<file path="config.mk">
export PLATFORM = sky130hd
export DESIGN_NAME = scb_multi_pip
export DESIGN_NICKNAME = d
export VERILOG_FILES = /design/src/rtl/scb_multi_pip.sv
export SDC_FILE = /design/constraint.sdc
export NUM_CORES = 1
export LEC_CHECK = 0
export CORE_ASPECT_RATIO = 0.9
export CORE_MARGIN = 5
export CORE_UTILIZATION = 54
export DETAILED_ROUTE_END_ITERATION = 10
export PLACE_DENSITY_LB_ADDON = 0.05
export SLEW_MARGIN = 15
export SYNTH_ARGS = -nofsm -noshare
export SYNTH_HDL_FRONTEND = slang
export SYNTH_SLANG_ARGS = --single-unit
</file>
<file path="constraint.sdc">
create_clock -name clk -period 4 [get_ports clk]
set_clock_uncertainty 0.1 [all_clocks]
set_input_delay 0.4 -clock clk [delete_from_list [all_inputs] [get_ports clk]]
set_output_delay 0.4 -clock clk [all_outputs]
set_load 0.01 [all_outputs]
</file>
<file path="src/rtl/scb_multi_pip.sv">
// scb_multi_pip: issue/writeback scoreboard for N_PIP fixed-latency pipes.
// Tracks in-flight ops in S_AMT_CELL cells, refuses issues that would collide
// on the single writeback port, and reports pending destinations/occupancy.
//
// Handshake: CDI_PD_vld[p] is a request offer from pipe p's reservation
// station; CDO_PC_selrsv is the one-hot grant for the same cycle. A request
// is consumed at the rising edge only when its grant bit is high; otherwise
// the requester must keep (or withdraw) it -- nothing is buffered here.
module scb_multi_pip #(
  parameter int unsigned W_PA_REG   = 5,
  parameter int unsigned N_PIP      = 2,
  parameter int unsigned W_PIP_IDX  = 1,
  parameter int unsigned S_AMT_CELL = 8,
  parameter int unsigned W_IDENT    = 3,
  parameter int unsigned W_STATE    = 3,
  parameter logic [N_PIP*W_STATE-1:0] V_LAT = {3'd4, 3'd1}
) (
  input  logic                          clk,
  input  logic                          rst,
  input  logic                          CFI_PC_clear,
  input  logic [N_PIP-1:0]              CDI_PD_vld,
  input  logic [N_PIP*W_PA_REG-1:0]     CDI_PD_rd,
  input  logic [W_PIP_IDX-1:0]          CDI_PC_odr,
  output logic [N_PIP-1:0]              CDO_PC_selrsv,
  output logic                          CDO_PC_wbvld,
  output logic [W_PA_REG-1:0]           CDO_PC_rd,
  output logic [N_PIP-1:0]              CDO_PC_selwb,
  output logic [(1<<W_PA_REG)-1:0]      CDO_PC_busy,
  output logic                          CDO_PC_full,
  output logic [W_IDENT:0]              CDO_PC_occ
);

  // Cell storage
  logic                 cell_vld_q [S_AMT_CELL];
  logic [W_PIP_IDX-1:0] cell_pip_q [S_AMT_CELL];
  logic [W_PA_REG-1:0]  cell_rd_q  [S_AMT_CELL];
  logic [W_STATE-1:0]   cell_s_q   [S_AMT_CELL];

  logic                         ins_any;
  logic [W_IDENT-1:0]           ins_idx;
  logic                         ret_any;
  logic [W_IDENT-1:0]           ret_idx;
  logic [N_PIP-1:0]             hazard;
  logic [N_PIP-1:0]             elig;
  logic [(1<<W_PA_REG)-1:0]     busy;
  logic [W_IDENT:0]             occ;
  logic                         sel_any;
  logic [W_PIP_IDX-1:0]         sel_pip;
  logic [W_PA_REG-1:0]          sel_rd;
  logic [W_STATE-1:0]           sel_lat;
  logic [N_PIP-1:0]             selrsv;
  int                           pi;

  // Cell scan: lowest insertable cell, retiring cell, hazards, busy map, occupancy
  always_comb begin
    ins_any = 1'b0;
    ins_idx = '0;
    ret_any = 1'b0;
    ret_idx = '0;
    hazard  = '0;
    busy    = '0;
    occ     = '0;
    // Descending scan so the last hit is the lowest index
    for (int i = S_AMT_CELL - 1; i >= 0; i--) begin
      if (!cell_vld_q[i] || cell_s_q[i] == '0) begin
        ins_any = 1'b1;
        ins_idx = W_IDENT'(i);
      end
      if (cell_vld_q[i] && cell_s_q[i] == '0) begin
        ret_any = 1'b1;
        ret_idx = W_IDENT'(i);
      end
      if (cell_vld_q[i]) begin
        busy[cell_rd_q[i]] = 1'b1;
        occ = occ + (W_IDENT+1)'(1);
      end
      // A cell with s == LAT_p would retire in the same cycle as a new pipe-p entry
      for (int p = 0; p < N_PIP; p++) begin
        if (cell_vld_q[i] && cell_s_q[i] == V_LAT[p*W_STATE +: W_STATE]) hazard[p] = 1'b1;
      end
    end
  end

  assign elig = CDI_PD_vld & ~hazard & {N_PIP{ins_any && !CFI_PC_clear && !rst}};

  // Rotating-priority pick starting at CDI_PC_odr
  always_comb begin
    sel_any = 1'b0;
    sel_pip = '0;
    sel_rd  = '0;
    sel_lat = '0;
    pi      = 0;
    for (int k = 0; k < N_PIP; k++) begin
      pi = (int'(CDI_PC_odr) + k) % N_PIP;
      if (!sel_any && elig[pi]) begin
        sel_any = 1'b1;
        sel_pip = W_PIP_IDX'(pi);
        sel_rd  = CDI_PD_rd[pi*W_PA_REG +: W_PA_REG];
        sel_lat = V_LAT[pi*W_STATE +: W_STATE];
      end
    end
    selrsv = sel_any ? (N_PIP'(1) << sel_pip) : '0;
  end

  // Writeback and status outputs from registered state
  always_comb begin
    CDO_PC_wbvld = ret_any;
    CDO_PC_rd    = ret_any ? cell_rd_q[ret_idx] : '0;
    CDO_PC_selwb = ret_any ? (N_PIP'(1) << cell_pip_q[ret_idx]) : '0;
  end

  assign CDO_PC_selrsv = selrsv;
  assign CDO_PC_busy   = busy;
  assign CDO_PC_full   = !ins_any;
  assign CDO_PC_occ    = occ;

  // Cell update: flush, countdown/retire, then insert (insert may reuse the retiring cell)
  always_ff @(posedge clk or posedge rst) begin
    if (rst) begin
      for (int i = 0; i < S_AMT_CELL; i++) begin
        cell_vld_q[i] <= 1'b0;
        cell_pip_q[i] <= '0;
        cell_rd_q[i]  <= '0;
        cell_s_q[i]   <= '0;
      end
    end else if (CFI_PC_clear) begin
      for (int i = 0; i < S_AMT_CELL; i++) begin
        cell_vld_q[i] <= 1'b0;
        cell_s_q[i]   <= '0;
      end
    end else begin
      for (int i = 0; i < S_AMT_CELL; i++) begin
        if (cell_vld_q[i] && cell_s_q[i] != '0) cell_s_q[i] <= cell_s_q[i] - 1'b1;
        else if (cell_vld_q[i]) cell_vld_q[i] <= 1'b0;
      end
      if (sel_any) begin
        cell_vld_q[ins_idx] <= 1'b1;
        cell_pip_q[ins_idx] <= sel_pip;
        cell_rd_q[ins_idx]  <= sel_rd;
        cell_s_q[ins_idx]   <= sel_lat - 1'b1;
      end
    end
  end

endmodule

</file>
Word-level counts from Yosys, hierarchy flattened
Index checks and enable logic that the tools add are counted.
{"block": "word_totals", "register_bits": 80, "inputBits": 16, "wordCells": 337, "out_inout_bits": 47}
{"block": "classes", "add_sub_neg": 17, "n_eq_ne": 16, "muxes": 146, "shifts": 6, "order_cmp": 21, "reduce_logical": 81, "multipliers": 4, "n_bitwise": 14}
{"operator": "two-way mux 32 bit", "count": 8}
{"operator": "bitwise OR 32 bit", "count": 7}
{"operator": "two-way mux 3 bit", "count": 35}
{"operator": "two-way mux 1 bit", "count": 68}
{"operator": "less-than comparator 5 x 6 -> 1 bit, second input constant", "count": 8}
{"operator": "two-way mux 24 bit", "count": 2}
{"operator": "logical AND 1 bit", "count": 44}
{"operator": "bitwise mux 40 bit", "count": 1}
{"operator": "demux 1 bit (select 5 bit)", "count": 8}
{"operator": ">= comparator 5 x 1 -> 1 bit, second input constant", "count": 8}
{"operator": "two-way mux 5 bit", "count": 6}
{"operator": "adder 4 x 1 -> 4 bit, second input constant", "count": 7}
{"operator": "two-way mux 4 bit", "count": 7}
{"operator": "subtractor 3 x 1 -> 3 bit, second input constant", "count": 9}
{"operator": "bitwise mux 24 bit", "count": 1}
{"operator": "== test 3 x 1 -> 1 bit, second input constant", "count": 8}
{"operator": "== test 3 bit, second input constant", "count": 8}
{"operator": "logical NOT 3 bit", "count": 8}
{"operator": "nonzero test 3 bit", "count": 8}
{"operator": "indexed part select 10 x 5 -> 5 bit", "count": 2}
{"operator": "two-way mux 8 bit", "count": 2}
{"operator": "binary-select mux 5 bit (select 3 bit)", "count": 1}
{"operator": "demux 5 bit (select 3 bit)", "count": 1}
{"operator": "logical NOT 1 bit", "count": 12}
{"operator": "20 further kinds", "count": 36}

Depth between registers and ports, before layout
Gate-level depths: netlist of run 1.
{"block": "depth", "ltp_word": 23, "depth_mapped": 19, "mapped_depth_nobuf": 18}

Worst setup path after synthesis of run 1
Ideal clock, no wire load.
{"block": "synth_path", "path_type": "input to register", "startpoint": "input port rst", "endpoint": "register cell_rd_q[5] in the netlist's numbering", "required_time_ps": 3775, "t_arrival_ps": 4064, "setup_ps": 125, "path_slack_ps": -289, "cell_stages": 7, "n_path_buf": 2, "path_cell_list": "inv_1 > nand2_1 > or3_1 > buf_2 > nor4b_2 > buf_2 > mux2_2"}
{"block": "synth_via", "elab_chain_len": 10, "word_cells_on_any_way": 15, "cone_classes": "mux: 9; bitwise: 1; reduce/logical: 5"}
{"item": "start, declared", "line_no": "19", "text": "input logic rst,"}
{"item": "logical NOT 1 bit (no source line) *"}
{"item": "logical AND 1 bit *", "line_no": "84", "text": "assign elig = CDI_PD_vld & ~hazard & {N_PIP{ins_any && !CFI_PC_clear && !rst}};"}
{"item": "bitwise AND 2 bit *", "line_no": "84"}
{"item": "two-way mux 1 bit (not written as such) (2 in series)", "line_no": "95", "text": "if (!sel_any && elig[pi]) begin"}
{"item": "two-way mux 1 bit", "line_no": "95"}
{"item": "logical NOT 1 bit", "line_no": "95"}
{"item": "logical AND 1 bit", "line_no": "95"}
{"item": "two-way mux 5 bit or two-way mux 1 bit (tied branches)", "line_no": "95"}
{"item": "bitwise mux 40 bit or AND reduction 2 bit (tied branches)"}
{"item": "end signal, assigned by index", "line_no": "139", "text": "cell_rd_q[ins_idx] <= sel_rd;"}
{"item": "end, declared", "line_no": "36", "text": "logic [W_PA_REG-1:0] cell_rd_q [S_AMT_CELL];"}
Mark *: on every way between the ends. The rest lies on a longest branch, timed or not. The select of a mux whose other input is x is not followed.
A chain may end at the register's enable or synchronous reset.

Final worst setup path of run 1
{"block": "layout_path", "startpoint": "register cell_vld_q[1] in the netlist's numbering", "endpoint": "output port CDO_PC_occ[2]"}
{"block": "layout_via", "elab_chain_len": 13}
{"item": "start, declared", "line_no": "34", "text": "logic cell_vld_q [S_AMT_CELL];"}
{"item": "start signal, assigned by index", "line_no": "121", "text": "cell_vld_q[i] <= 1'b0;"}
{"item": "start signal, assigned by index", "line_no": "128", "text": "cell_vld_q[i] <= 1'b0;"}
{"item": "start signal, assigned by index", "line_no": "137", "text": "cell_vld_q[ins_idx] <= 1'b1;"}
{"item": "two-way mux 4 bit *", "line_no": "73", "text": "if (cell_vld_q[i]) begin"}
{"item": "adder 4 x 1 -> 4 bit", "line_no": "75", "text": "occ = occ + (W_IDENT+1)'(1);"}
{"item": "two-way mux 4 bit *", "line_no": "73"}
{"item": "adder 4 x 1 -> 4 bit", "line_no": "75"}
{"item": "two-way mux 4 bit *", "line_no": "73"}
{"item": "adder 4 x 1 -> 4 bit", "line_no": "75"}
{"item": "two-way mux 4 bit *", "line_no": "73"}
{"item": "adder 4 x 1 -> 4 bit", "line_no": "75"}
{"item": "two-way mux 4 bit *", "line_no": "73"}
{"item": "adder 4 x 1 -> 4 bit", "line_no": "75"}
{"item": "two-way mux 4 bit *", "line_no": "73"}
{"item": "adder 4 x 1 -> 4 bit", "line_no": "75"}
{"item": "two-way mux 4 bit *", "line_no": "73"}
{"item": "end, declared", "line_no": "30", "text": "output logic [W_IDENT:0] CDO_PC_occ"}
Mark *: on every way between the ends. The rest lies on a longest branch, timed or not.

==> flow_summary.yaml, run 1 <==
synthesis:
  yosys_warnings: 0
  netlist_area_um2: 7030
  synth_most_common_cell: "o22ai_1"
  synth_top_area_frac: 0.285
  synthCells: 804
  yosys-top-cells-count: "o22ai_1 (135), dfrtp_1 (80), nand2_1 (61)"
  syn-num-nets: 851
  ys_ff_latch: 80
  synth_cell_types: 71
  yosys.area.top_type: "dfrtp_1"
  async_flop_share: 1.00
  syn_area_per_cell_um2: 8.74
  synth_area_leaders: "dfrtp_1 (28%), o22ai_1 (12%), mux2_2 (7.0%)"
  synth_edf_count: 0
  synthFlopType: "dfrtp_1"
  ys_seq_area_frac: 0.285
power:
  p_int_mw: 1.39
  power_frac_comb: 0.082
  power_switching_uw: 483
  p_clk_frac: 0.466
  total_power_mw: 1.87
  p_sw_frac: 0.258
  p_leak_nw: 3.42
  seqPwrFrac: 0.452
  vdd.ir_drop.worst_uv: 352
  p_per_area_nw_per_um2: 226
place:
  place_inst: 1005
  hpwl_mm: 19.1
  gp_congestion: 0.968
  post_dp_cell_area_um2: 7790
  io_buffer_count: 62
floorplan:
  start_util: 0.552
  die_w_um: 130
  fp.dieH_um: 118
  die_area_um2: 15400
  rows: 39
  coreArea_um2: 12700
  pin_count: 63
clock_network:
  postCtsHoldBufs: 0
  cts_tree: "built"
  cts_buffers: 9
  clk_latency_ps: 350
  clock_path_buffers: 2
  clkTransAtPathRegs_ps: 70
  h-tree-depth: 3
  clkSinkCount: 80
  root_buffer: "clkbuf_16"
timing:
  post-route-min-period_ps: 4400
  hold_viol: 0
  fin_ws_ps: -395
  finalSetupViolCount: 3
  maxSlewViolCount: 0
  finalCritPeriodShare: 1.10
  clock.fmax_mhz: 228
  rsz0062_at_grt: "yes"
  worstMarginPinSlew_ps: 1040
  holdWs_ps: 395
  slew-limit-headroom: 0.308
worst_setup_path:
  crit_type: "reg2out"
  reg2reg_to: "cell_rd_q[8]"
  reg2reg_slack_ps: 780
  cp-end-kind: "primary output"
  rr_worst_depth: 9
  worstPathArrival_ps: 3900
  reg2reg_from: "cell_s_q[15]"
  critPathRequiredTime_ps: 3500
  cp_max_fo: 3
  crit_path_start_kind: "flop"
outcome:
  status: "complete, but fails checks"
  failed_checks: "setup timing"
finish:
  diodes: 0
  num-fill-cells: 1035
  final_area_um2: 8270
  syn_to_final_growth_pct: 17.6
  final_cells: 1025
  layout.nets: 903
  final_layout_size_suffix_gt1_frac: 0.187
global_routing:
  grt_overflow: 0
  grt_max_degree: 81
  grt_usage: 0.358
  antenna_found_initial: 0
  grt_pass1_vias: 7346
  grt_pass1_wl_mm: 42.6
routing:
  dr.pass1.iters: 9
  top_layer_used: "met4"
  totalWireLength_mm: 28.1
  wl_met3_mm: 4.15
  vias_per_cell: 7.42
  antenna_left: 0
  wire_per_inst_um: 27.4
  vias: 7604
  drc: 0
  drt_iter0_drc: 1491
  wl_met1_mm: 11.3
  wl_met2_mm: 11.5
worst_hold_path:
  min_path_cells: 1
  hold_class: "reg2reg"
  holdCritStartpoint: "cell_pip_q[3]"
  holdPathEnd: "cell_pip_q[3]"
job:
  drv_cap: 0
==> layout by cell type (no fill, tap or decap), types with 3 or more instances in the layout <==
master,instances
nand2_1,59
o211ai_1,4
and3_1,4
clkdlybuf4s50_1,56
nor2_2,3
o221ai_1,5
a21oi_1,19
dfrtp_1,77
o31ai_1,7
nor3_1,12
or4_1,32
a21o_1,7
o22ai_1,135
or2_2,3
mux2_4,3
mux2_1,5
or3b_2,17
dfrtp_2,3
nand4_1,5
ha_1,25
o21ai_0,12
inv_1,29
a222oi_1,4
mux2i_1,15
o21bai_1,3
or3_1,16
mux2_2,42
and2_1,3
a31oi_1,4
nand3_1,30
nor2_1,31
clkbuf_16,9
xnor2_1,19
nand2b_1,8
ha_4,5
buf_4,35
xor2_1,4
nand3b_1,50
==> through the flow <==
step,setup TNS [ps],util,setup slack [ps]
after floorplan,0,-,1.17
after global routing,-1350,0.649,-528
final,-909,0.649,-395
after global placement,-899,0.611,-413
after detailed placement,-1320,0.611,-551
after CTS,-976,0.641,-421
==> timing repair <==
| action | CTS | global route |
|---|---|---|
| setup endpoints to repair | 4 | 7 |
| buffers inserted | 3 | 1 |
| gates resized for setup | 24 | 20 |
| gates cloned | 0 | 0 |
| pin swaps | 10 | 8 |
==> logic make-up after synthesis <==
family / after synthesis / synth area share
AO/OA/AOI/OAI: 222 / 0.210
XOR/XNOR: 26 / 0.0324
adder cells (fa/ha/maj): 31 / 0.0552
buffers and inverters: 90 / 0.0685
flip-flops: 80 / 0.285
multiplexers: 65 / 0.102
AND/OR/NAND/NOR: 290 / 0.247
==> layout make-up <==
type                       count  area (µm²)  share of cell area
clock inverter                 6        75.1             0.00908
tap                          164         205              0.0248
multi-input combinational    634        4720               0.571
inverter                      33         135              0.0163
sequential                    80        2010               0.243
clock buffer                  10         239              0.0289
timing repair buffer          98         890               0.108
==> worst max-delay path, stage by stage, from the launching register on <==
cell	delay (ps)
dfrtp_2	440
inv_6	50
ha_4	290
xor2_4	200
ha_4	240
nand2_4	60
o21ai_2	50
ha_1	300
nor2b_2	150
nor2b_1	70
ha_1	300
a22o_1	260
ha_4	230
mux2_4	280
ha_4	170
nand2_4	70
xnor2_2	120
xnor2_1	130
buf_2	150
==> power by group through the flow <==
stage	sequential [mW]	combinational [mW]	clock, mW
CTS	0.844	0.150	0.873
global route	0.847	0.165	0.915
finish	0.846	0.153	0.873
floorplan	0.841	0.0991	0
detailed placement	0.859	0.150	0
global placement	0.859	0.146	0
==> metal layers <==
metal,GRT usage,up-vias
met2,0.502,664
met3,0.123,148
met4,0.138,0
met5,0.00980,-
li1,-,3182
met1,0.506,3610
==> how the worst max path moves through the flow <==
stage / from / to / cells after the start
detailed placement: cell_vld_q[1] / CDO_PC_occ[2] / 19
CTS: cell_vld_q[0] / CDO_PC_occ[2] / 18
finish: cell_vld_q[1] / CDO_PC_occ[2] / 18
floorplan: cell_vld_q[1] / CDO_PC_occ[2] / 18
global route: cell_vld_q[1] / CDO_PC_occ[2] / 18
global placement: cell_vld_q[1] / CDO_PC_occ[2] / 18
==> sequential cells by signal, summed over array words and instances, names as in the netlist <==
| signal | count |
|---|---|
| cell_rd_q | 40 |
| cell_pip_q | 8 |
| cell_s_q | 24 |
| cell_vld_q | 8 |
(Power assumes the default switching activity.)
==> run 2, diff against run 1 <==
--- a/config.mk
+++ b/config.mk
@@ -7,7 +7,7 @@
 export LEC_CHECK = 0
 export CORE_ASPECT_RATIO = 0.9
 export CORE_MARGIN = 5
-export CORE_UTILIZATION = 54
+export CORE_UTILIZATION = 55
 export DETAILED_ROUTE_END_ITERATION = 10
 export PLACE_DENSITY_LB_ADDON = 0.05
 export SLEW_MARGIN = 15
==> constraint.sdc (replaced) <==
create_clock -name clk -period 5.3 [get_ports clk]
set_clock_uncertainty 0.1 [all_clocks]
set_input_delay 0.53 -clock clk [delete_from_list [all_inputs] [get_ports clk]]
set_output_delay 0.53 -clock clk [all_outputs]
set_load 0.01 [all_outputs]
==> run 2 against run 1 <==
Net effect: the run now ends clean; final cell count decreased by 2.0%; sequential power decreased by 25%; clock-buffer cell count increased by 1; first-iteration DRC count decreased by 23%; routed wire length decreased by 3.8%; sequential cell count unchanged; total power decreased by 28%; global-route usage decreased by 0.25 points; non-clock buffer count decreased by 21; combinational power decreased by 24%; worst hold slack got worse by 0.91 ps; critical path depth unchanged; critical path type unchanged; critical endpoint is now CDO_PC_occ[1]; largest power group is now registers.
==> flow_summary.yaml, run 2 (same netlist as run 1, synthesis figures left out) <==
outcome:
  status: "finished clean"
worst_hold_path:
  hold_class: "reg2reg"
finish:
  largest-register: "cell_rd_q"
  syn_to_final_growth_pct: 12.8
  final_layout_size_suffix_gt1_frac: 0.140
  top_regs: "cell_rd_q x40, cell_s_q x24"
  largest_reg_flops: 40
  register_area_um2: 2000
  multi_input_area_um2: 4580
  final_cell_mix: "o22ai_1 (135), dfrtp_1 (80), nand2_1 (61), clkdlybuf4s50_1 (59), nand3b_1 (50)"
  diodes: 0
  final_common_cell: "o22ai_1"
  num-fill-cells: 1053
  layout.nets: 882
clock_network:
  cts_buffers: 9
  cts_tree: "built"
  clkSinkCount: 80
  clkTransAtPathRegs_ps: 60
  root_buffer: "clkbuf_16"
  h-tree-depth: 3
  postCtsHoldBufs: 0
  clock_path_buffers: 2
  clk_latency_ps: 350
routing:
  drc: 0
  wl_met2_mm: 11.2
  top_layer_used: "met5"
  wl_met1_mm: 10.6
  vias: 7427
  vias_per_cell: 7.40
  wl_met3_mm: 3.92
  wire_per_inst_um: 26.9
  totalWireLength_mm: 27.1
  drt_iter0_drc: 1144
  antenna_left: 0
  dr.pass1.iters: 9
worst_setup_path:
  crit_end: "CDO_PC_occ[1]"
  rr_worst_depth: 9
  crit_path_start_kind: "flop"
  worstPathArrival_ps: 4400
  reg2reg_from: "cell_s_q[15]"
  slowest_delay_ps: 390
  critical_path.top_delay_family: "adder cells"
  critPathRequiredTime_ps: 4670
  crit_path_top_delay_cell: "dfrtp_1"
  crit_type: "reg2out"
  worst-path-buf-inv: 3
  reg2reg_slack_ps: 2040
  cp-end-kind: "primary output"
  cp_max_fo: 6
  crit_path_cell_trace: "buf_4 > ha_1 > nor2_1 > a21o_1 > inv_1 > ha_1 > nand2_1 > o21ai_0 > ha_1 > nor2b_2 > nor2b_1 > ha_1 > a22o_1 > ha_1 > mux2_2 > ha_1 > mux2_2 > dlymetal6s2s_1"
  path_depth: 18
  reg2reg_to: "cell_rd_q[28]"
  startpoint: "cell_vld_q[0]"
  critical_path.most_common_cell: "ha_1"
global_routing:
  grt_max_degree: 81
  grt_pass1_wl_mm: 40.7
  grt_usage: 0.356
  grt_overflow: 0
  grt_pass1_vias: 7186
  antenna_found_initial: 1
floorplan:
  pin_count: 63
  rows: 39
  coreArea_um2: 12600
  fp.dieH_um: 117
  die_w_um: 129
  start_util: 0.558
  die_area_um2: 15100
power:
  p_leak_nw: 3.26
  vdd.ir_drop.worst_uv: 214
  total_power_mw: 1.35
  p_per_area_nw_per_um2: 170
timing:
  finalCritPeriodShare: 0.950
  finalSetupViolCount: 0
  clock.fmax_mhz: 199
  rsz0062_at_grt: "no"
  holdWs_ps: 394
  hold_viol: 0
  slew-limit-headroom: 0.281
  post-route-min-period_ps: 5030
  maxSlewViolCount: 0
  setup_tns_ps: 0
  worstMarginPinSlew_ps: 1070
job:
  drv_cap: 0
place:
  gp_congestion: 1.03
  hpwl_mm: 18.8
  io_buffer_count: 62
## run 2: final cells by class
type / count / area share
Clock buffer: 11 / 0.0306
Clock inverter: 5 / 0.00521
Inverter: 33 / 0.0156
Multi-Input combinational cell: 634 / 0.578
Sequential cell: 80 / 0.252
Tap cell: 164 / 0.0259
Timing Repair Buffer: 77 / 0.0925
## run 2: how the worst min path moves through the flow
stage	depth (start not counted)	start	slack [ps]	end
6_report	1	cell_pip_q[3]	390	cell_pip_q[3]
2_1_floorplan	1	cell_pip_q[3]	360	cell_pip_q[3]
3_5_place_dp	1	cell_pip_q[3]	380	cell_pip_q[3]
3_3_place_gp	1	cell_pip_q[3]	380	cell_pip_q[3]
5_1_grt	1	cell_pip_q[3]	420	cell_pip_q[3]
4_1_cts	1	cell_pip_q[3]	400	cell_pip_q[3]
## run 2: where the power goes
| group | leakage [nW] | internal (mW) | switching (mW) |
|---|---|---|---|
| registers | 1.09 | 0.619 | 0.0182 |
| clock network | 0.138 | 0.334 | 0.260 |
| logic | 2.03 | 0.0449 | 0.0706 |
## run 2: worst reg2reg max path, cell delays in order (launching register included)
cell and delay (ps):
dfrtp_1 400, inv_1 140, ha_1 270, inv_1 90, o2111ai_1 400, nor4_1 190, nor2_1 490, nand2_1 130
o22ai_1 680, mux2_2 300
## run 2: metrics by stage
| stage | instance area (µm²) | cells | worst slack (ps) | util |
|---|---|---|---|---|
| after floorplan | 7030 | 804 | 881 | - |
| after global placement | 7600 | 985 | 356 | 0.604 |
| after detailed placement | 7600 | 985 | 75.6 | 0.604 |
| after CTS | 7910 | 1002 | 25.0 | 0.629 |
| after global routing | 7930 | 1004 | 21.2 | 0.630 |
| final | 7930 | 1004 | 266 | 0.630 |
## run 2: per-layer routing
layer | vias to the layer above | GRT usage
met2 | 605 | 0.507
li1 | 3145 | -
met3 | 141 | 0.121
met5 | - | 0
met1 | 3534 | 0.482
met4 | 2 | 0.176
## run 2: timing repair
action | CTS | global route
resized for setup | 4 | 5
gates cloned | 0 | 0
pin swaps | 1 | 1
buffers inserted | 1 | 2
setup endpoints to repair | 3 | 3
